[config.mk]
export PLATFORM = sky130hd
export DESIGN_NAME = ts_serial_rx
export DESIGN_NICKNAME = d
export VERILOG_FILES = /design/src/rtl/ts_pkg.sv /design/src/rtl/ts_uart_rx_byte.sv /design/src/rtl/ts_serial_rx.sv
export SDC_FILE = /design/constraint.sdc
export NUM_CORES = 1
export LEC_CHECK = 0
export CAP_MARGIN = 20
export CORE_ASPECT_RATIO = 0.9
export CORE_MARGIN = 2
export CORE_UTILIZATION = 55
export CTS_BUF_LIST = sky130_fd_sc_hd__clkbuf_8
export CTS_CLUSTER_SIZE = 16
export DETAILED_ROUTE_END_ITERATION = 12
export PLACE_DENSITY = 0.78
export SYNTH_ARGS = -nofsm -noshare
export SYNTH_HDL_FRONTEND = slang
export SYNTH_SLANG_ARGS = --single-unit
[constraint.sdc]
create_clock -name clk -period 2.25 [get_ports clk]
set_clock_uncertainty 0.1 [all_clocks]
set_input_delay 0.45 -clock clk [delete_from_list [all_inputs] [get_ports clk]]
set_output_delay 0.45 -clock clk [all_outputs]
set_load 0.02 [all_outputs]
[src/rtl/ts_pkg.sv]
// Shared constants and state encodings for the serial timestamp receiver.
package ts_pkg;
    localparam logic [7:0] SYNC_BYTE = 8'hA5;
    // Bytes that follow the sync byte: channel, four timestamp bytes, checksum.
    localparam int REC_LEN = 6;

    // Each record state is numbered by the position of the byte it expects, so CSUM lands on REC_LEN.
    typedef enum logic [2:0] {
        HUNT = 3'd0,
        CHAN = 3'd1,
        TS3  = 3'd2,
        TS2  = 3'd3,
        TS1  = 3'd4,
        TS0  = 3'd5,
        CSUM = 3'(REC_LEN)
    } rec_state_e;

    typedef enum logic [2:0] {
        RX_IDLE,
        RX_START,
        RX_DATA,
        RX_STOP,
        RX_WAIT_HIGH
    } rx_state_e;
endpackage

[src/rtl/ts_uart_rx_byte.sv]
// 8N1 byte receiver: synchronizer, mid-bit sampling, stop-bit check.
module ts_uart_rx_byte
    import ts_pkg::*;
#(
    parameter int CLKS_PER_BIT = 868
) (
    input  logic       clk,
    input  logic       rstn,
    input  logic       rxd,
    output logic       byte_valid,
    output logic [7:0] byte_data,
    output logic       frame_err
);
    localparam int CW = $clog2(CLKS_PER_BIT + 1);
    localparam logic [CW-1:0] BIT_LAST  = CW'(CLKS_PER_BIT - 1);
    localparam logic [CW-1:0] HALF_LAST = CW'(CLKS_PER_BIT / 2 - 1);

    rx_state_e       state_q, state_d;
    logic [1:0]      sync_q;
    logic            rx_s;
    logic            rx_prev_q;
    logic [1:0]      fill_q;
    logic            armed_q, armed_d;
    logic [CW-1:0]   cnt_q, cnt_d;
    logic [2:0]      bit_q, bit_d;
    logic [7:0]      data_q, data_d;
    logic            valid_q, valid_d;
    logic            ferr_q, ferr_d;

    assign rx_s = sync_q[1];

    // Start edges are only trusted once a real sample (not the reset value) has shown the line high.
    always_comb begin
        armed_d = armed_q | ((fill_q == 2'd2) & rx_s);
    end

    always_ff @(posedge clk or negedge rstn) begin
        if (!rstn) begin
            state_q   <= RX_IDLE;
            sync_q    <= 2'b11;
            rx_prev_q <= 1'b1;
            fill_q    <= 2'd0;
            armed_q   <= 1'b0;
            cnt_q     <= '0;
            bit_q     <= 3'd0;
            data_q    <= 8'd0;
            valid_q   <= 1'b0;
            ferr_q    <= 1'b0;
        end else begin
            state_q   <= state_d;
            sync_q    <= {sync_q[0], rxd};
            rx_prev_q <= rx_s;
            fill_q    <= (fill_q == 2'd2) ? fill_q : fill_q + 2'd1;
            armed_q   <= armed_d;
            cnt_q     <= cnt_d;
            bit_q     <= bit_d;
            data_q    <= data_d;
            valid_q   <= valid_d;
            ferr_q    <= ferr_d;
        end
    end

    always_comb begin
        state_d = state_q;
        cnt_d   = cnt_q + CW'(1);
        bit_d   = bit_q;
        data_d  = data_q;
        valid_d = 1'b0;
        ferr_d  = 1'b0;
        case (state_q)
            RX_IDLE: begin
                cnt_d = '0;
                if (armed_q && rx_prev_q && !rx_s) state_d = RX_START;
            end
            RX_START: begin
                if (cnt_q == HALF_LAST) begin
                    cnt_d   = '0;
                    bit_d   = 3'd0;
                    state_d = rx_s ? RX_IDLE : RX_DATA;
                end
            end
            RX_DATA: begin
                if (cnt_q == BIT_LAST) begin
                    cnt_d  = '0;
                    data_d = {rx_s, data_q[7:1]};
                    if (bit_q == 3'd7) state_d = RX_STOP;
                    else               bit_d   = bit_q + 3'd1;
                end
            end
            RX_STOP: begin
                if (cnt_q == BIT_LAST) begin
                    cnt_d = '0;
                    if (rx_s) begin
                        valid_d = 1'b1;
                        state_d = RX_IDLE;
                    end else begin
                        ferr_d  = 1'b1;
                        state_d = RX_WAIT_HIGH;
                    end
                end
            end
            RX_WAIT_HIGH: begin
                cnt_d = '0;
                if (rx_s) state_d = RX_IDLE;
            end
            default: state_d = RX_IDLE;
        endcase
    end

    always_comb begin
        byte_valid = valid_q;
        byte_data  = data_q;
        frame_err  = ferr_q;
    end
endmodule

[src/rtl/ts_serial_rx.sv]
// Timestamp record receiver: assembles sync/channel/timestamp/checksum records from the byte stream.
module ts_serial_rx
    import ts_pkg::*;
#(
    parameter int CLKS_PER_BIT = 868,
    parameter int TIMEOUT_BITS = 20
) (
    input  logic        clk,
    input  logic        rstn,
    input  logic        serialin,
    output logic        rec_valid,
    output logic [1:0]  rec_channel,
    output logic        rec_edge,
    output logic [31:0] rec_timestamp,
    output logic        frame_err,
    output logic        csum_err
);
    localparam logic [31:0] TMO_LIMIT = 32'(TIMEOUT_BITS * CLKS_PER_BIT);

    logic       byte_valid;
    logic [7:0] byte_data;
    logic       rx_ferr;

    rec_state_e  state_q, state_d;
    logic [2:0]  chan_q, chan_d;     // {edge, channel[1:0]}
    logic [31:0] ts_q, ts_d;
    logic [7:0]  csum_q, csum_d;
    logic [31:0] tmo_q, tmo_d;
    logic        rv_q, rv_d;
    logic        ce_q, ce_d;
    logic [1:0]  och_q, och_d;
    logic        oedge_q, oedge_d;
    logic [31:0] ots_q, ots_d;

    ts_uart_rx_byte #(.CLKS_PER_BIT(CLKS_PER_BIT)) u_rx (
        .clk        (clk),
        .rstn       (rstn),
        .rxd        (serialin),
        .byte_valid (byte_valid),
        .byte_data  (byte_data),
        .frame_err  (rx_ferr)
    );

    always_ff @(posedge clk or negedge rstn) begin
        if (!rstn) begin
            state_q <= HUNT;
            chan_q  <= 3'd0;
            ts_q    <= 32'd0;
            csum_q  <= 8'd0;
            tmo_q   <= 32'd0;
            rv_q    <= 1'b0;
            ce_q    <= 1'b0;
            och_q   <= 2'd0;
            oedge_q <= 1'b0;
            ots_q   <= 32'd0;
        end else begin
            state_q <= state_d;
            chan_q  <= chan_d;
            ts_q    <= ts_d;
            csum_q  <= csum_d;
            tmo_q   <= tmo_d;
            rv_q    <= rv_d;
            ce_q    <= ce_d;
            och_q   <= och_d;
            oedge_q <= oedge_d;
            ots_q   <= ots_d;
        end
    end

    always_comb begin
        state_d = state_q;
        chan_d  = chan_q;
        ts_d    = ts_q;
        csum_d  = csum_q;
        rv_d    = 1'b0;
        ce_d    = 1'b0;
        och_d   = och_q;
        oedge_d = oedge_q;
        ots_d   = ots_q;
        tmo_d   = (state_q == HUNT || byte_valid) ? 32'd0 : tmo_q + 32'd1;
        // Framing errors and inter-byte timeouts silently drop the partial record.
        if (state_q != HUNT && rx_ferr) begin
            state_d = HUNT;
        end else if (state_q != HUNT && tmo_q > TMO_LIMIT) begin
            state_d = HUNT;
        end else if (byte_valid) begin
            case (state_q)
                HUNT: begin
                    if (byte_data == SYNC_BYTE) begin
                        state_d = CHAN;
                        csum_d  = 8'd0;
                    end
                end
                CHAN: begin
                    chan_d  = {byte_data[7], byte_data[1:0]};
                    csum_d  = csum_q ^ byte_data;
                    state_d = TS3;
                end
                TS3, TS2, TS1, TS0: begin
                    ts_d    = {ts_q[23:0], byte_data};
                    csum_d  = csum_q ^ byte_data;
                    state_d = (state_q == TS0) ? CSUM : rec_state_e'(state_q + 3'd1);
                end
                CSUM: begin
                    state_d = HUNT;
                    if (byte_data == csum_q) begin
                        rv_d    = 1'b1;
                        och_d   = chan_q[1:0];
                        oedge_d = chan_q[2];
                        ots_d   = ts_q;
                    end else begin
                        ce_d = 1'b1;
                    end
                end
                default: state_d = HUNT;
            endcase
        end
    end

    always_comb begin
        rec_valid     = rv_q;
        csum_err      = ce_q;
        frame_err     = rx_ferr;
        rec_channel   = och_q;
        rec_edge      = oedge_q;
        rec_timestamp = ots_q;
    end
endmodule
==> summary.md, run 1 <==
| Metric | Value |
|---|---|
| Slew margin rel. | 69.11% |
| Seq pwr share | a little over half |
| Post-Synth XOR/XNOR Area | 5.812% |
| DR vias/cell | roughly 5.6 |
| Simple-gate area share of the yosys netlist | around 16% |
| Area of the multi-input gates | between 2000 and 3000 um2 |
| Commonest non-fill, non-tap cells in the layout | dfrtp_1 (144), mux2_2 (73), nor2_1 (52) |
| Final worst path period share | 110.5% |
| Crit Path Category | flip-flop to flip-flop |
| P_int | approximately 3700 uW |
| Family with the most delay on the worst path | simple AND/OR/NAND/NOR gates |
| # IOs | 41 |
| Antenna diodes | 0 |
| Fmax | approximately 400 MHz |
| Max Cap Viol | 0 |
| Routed wire length | 13120 um |
| Syn_nets | 571 |
| Setup repair after global routing missed its margin | yes |
| Clock transition at path regs | 0.09 ns |
| Router iterations before antenna repair | 5 |
| Mux contribution to synthesized area | 13.55% |
| Asr flop ratio synth | 100.0% |
| Post-synthesis adder-cell area fraction | 2.076% |
| Worst IR Drop VDD | 471.2 uV |
| Net switching power | 1427 uW |
| Setup violators final | 80 |
| Main synth FF type | dfrtp_1 |
| Critical path's slowest cell | or4_4 |
| DRC errors left | 0 |
| Final min period | roughly 2.5 ns |
| Fin. max-slew vios | 0 |
| Post-DP HPWL | 8744 um |
| Clock Latency Late Sink | about 0.45 ns |
| Die Ht | 108.2 um |
| CP max FO | 23 |
| Finished Layout Cells | 824 |
| Failing checks | negative setup slack |
| Vias in the first global route | 4737 |
| Worst hold slack | ~0.27 ns |
| P per Cell Area | ~630 nW/um2 |
| Most common cell after layout, fill and taps aside | dfrtp_1 |
| # port buffers | 40 |
| Distinct cells, synth | 53 |
| Crit end category | flip-flop |
| Placed cells | 783 |
| Register cell area after layout | 3682 um2 |
| Sw Share | between 20% and 30% |
| Mapped Avg Cell Area | approximately 12 um2 |
| Post-synthesis sequential area ratio | between 50% and 60% |
| Tot GR Track Use | 21.76% |
| Starting density of the core | 55.78% |
| Die area | between 10000 and 15000 um2 |
| Crit-path cells | or4_4 > a2111oi_4 > buf_4 > and3_4 > nand3_4 > buf_12 > mux2_2 |
| WP data required | between 2 and 3 ns |
| Nets | 665 |
| Final hold viol count | 0 |
| Syn. warnings | 0 |
| Fraction of layout cells with a size suffix above 1 | 29.22% |
| Cell Area, Synth | around 6600 um2 |
| H-tree levels | 4 |
| Largest net degree at the start of global routing | 50 |
| Iter 0 DRT Violations | 308 |
| Core area | between 10000 and 15000 um2 |
| Post-synth EDFFs | 0 |
| Logic pwr share | 7.9% |
| Worst hold path type | flip-flop to flip-flop |
| Largest family of logic cells by synthesized area | simple AND/OR/NAND/NOR gates |
| Leakage | roughly 0.0037 uW |
| Crit start category | flip-flop |
| TritonCTS clock tree | yes |
| Root cell of the clock tree | clkbuf_8 |
| Gr ovfl total | 0 |
| Syn Inst Count | 557 |
| Setup slack, reg-to-reg | -0.24 ns |
| Fillcell total | 867 |
| Global placement routability congestion | 0.8585 |
| Row cnt | 38 |
| Initial antenna violation count | 0 |
| Clock power frac | between 30% and 40% |
| Overall via count from detail_route | 4578 |
| Crit path buffers/inverters | 2 |
| Post-DRT Antenna Nets | 0 |
| Outcome | finished, violations left |
| Clock Sinks | 147 |
| First-pass GRT wire length | 22380 um |
| Compound-cell area share of the yosys netlist | under 10% |
| Total power | between 5000 and 6000 uW |
| Flops & latches, synth | around 150 |
| CTS max path bufs | 2 |
| Design area | 8117 um2 |
| Fin Setup TNS | -16.48 ns |
| Worst slew pin tran | 0.4622 ns |
| CP arrival | 2.73 ns |
| Cell Area, Placed | 7561 um2 |
| P&R area growth vs syn | 22.42% |
| Die width | 119.7 um |
| Final worst setup slack | -0.2364 ns |
| CTS buffer count | 17 |
| Largest stage delay, worst path | 0.55 ns |
| Wire per inst | 15.92 um |
==> worst paths after layout <==
path,from,end,cells past startpoint
hold / removal,u_rx.sync_q[0],u_rx.sync_q[1],0
max in group asynchronous,rstn,tmo_q[11],3
min in group asynchronous,rstn,csum_q[7],2
setup / recovery,tmo_q[13],rec_timestamp[12],7
hold reg to reg,u_rx.sync_q[0],u_rx.sync_q[1],0
setup reg to reg,tmo_q[13],rec_timestamp[12],7
==> Yosys cell counts, types with 2 or more instances <==
cell type / instances / area share (%)
nor3_1: 7 / 0.53
and3_1: 8 / 0.75
dfrtp_1: 144 / 54
nor4_1: 18 / 1.7
o31ai_1: 2 / 0.23
or2_2: 2 / 0.19
a21oi_1: 9 / 0.68
nand2_1: 21 / 1.2
nand4_1: 8 / 0.75
mux2i_1: 2 / 0.30
buf_2: 7 / 0.53
clkbuf_1: 13 / 0.74
a211oi_1: 3 / 0.34
or4_1: 3 / 0.34
a22oi_1: 7 / 0.79
and4_1: 3 / 0.40
o21ai_0: 8 / 0.60
inv_1: 18 / 1.0
nor4b_1: 2 / 0.26
nor2b_1: 10 / 0.94
nor2_1: 52 / 2.9
o2111ai_1: 2 / 0.26
ha_1: 11 / 2.1
nand3_1: 32 / 2.4
a21o_1: 2 / 0.23
mux2_2: 74 / 13
or4b_1: 7 / 1.1
or3_1: 5 / 0.47
xnor2_1: 37 / 4.9
o31a_1: 2 / 0.26
nand2b_1: 4 / 0.38
dfstp_2: 3 / 1.2
xor2_1: 7 / 0.92
mux2_1: 4 / 0.68
or4b_2: 2 / 0.30
==> per-layer routing <==
layer	vias to the layer above	track usage, %	part of all wire [%]
met5	-	0	0
met4	0	7.311	1.3
met3	12	4.905	4.2
met2	107	36.00	51
met1	2288	28.71	44
li1	2171	-	-
==> repair_timing <==
action / 4_1_cts / 5_1_grt
setup buffers: 4 / 4
hold buffers: 1 / 0
pin swaps: 16 / 2
endpoints found under the setup margin: 78 / 110
gates resized for setup: 5 / 17
endpoints found under the hold margin: 44 / 0
==> worst reg2reg max path, delay by kind of cell (launching register included) <==
family / cells / cell delay [ns]
and+or+nand+nor: 3 / 0.87
muxes: 1 / 0.30
DFF: 1 / 0.38
AOI/OAI and AO/OA: 1 / 0.36
buffers and inverters: 2 / 0.38
==> logic make-up (layout without fill, tap and decap cells) <==
family                     count (synthesis)  count (layout)
AOI/OAI and AO/OA                         44              44
xor gates and xnor gates                  44              44
adders and majority gates                 11              11
buffers and inverters                     39             146
DFF                                      147             147
muxes                                     80              80
and+or+nand+nor                          192             192
==> through the flow <==
step / setup slack [ns] / utilization (%)
after floorplan: -0.1711 / -
after global routing: -0.3200 / 68.28
after detailed placement: -0.2491 / 63.61
final: -0.2364 / 68.28
after CTS: -0.2262 / 67.27
after global placement: -0.1918 / 63.61
==> state kept, by name (all words and copies together), names as in the netlist, 3 cells and up <==
signal,count
u_rx.cnt_q,10
u_rx.byte_data,8
u_rx.state_q,3
state_q,3
tmo_q,32
csum_q,8
rec_timestamp,32
chan_q,3
u_rx.bit_q,3
ts_q,32
==> power by group through the flow <==
stage / Clock [uW] / Combinational (uW) / Sequential, uW
floorplan: 0 / 273 / 2830
global placement: 0 / 372 / 2840
detailed placement: 0 / 401 / 2850
CTS: 1970 / 406 / 2800
global route: 2080 / 469 / 2810
finish: 1920 / 404 / 2800
==> area by class of cell <==
cell class                      count  area share, %
Clock buffer                       17          2.883
Sequential cell                   147          45.37
Inverter                           18         0.8324
Clock inverter                     15          1.696
Multi-Input combinational cell    371          36.00
Tap cell                          160          2.466
Timing Repair Buffer               96          10.76
(Power assumes the default switching activity.)
==> run 2: changes to the inputs <==
- CTS_CLUSTER_SIZE: 16 -> default
==> results of run 2 <==
Same layout as run 1: the final DEF is identical, and so are final timing and power.
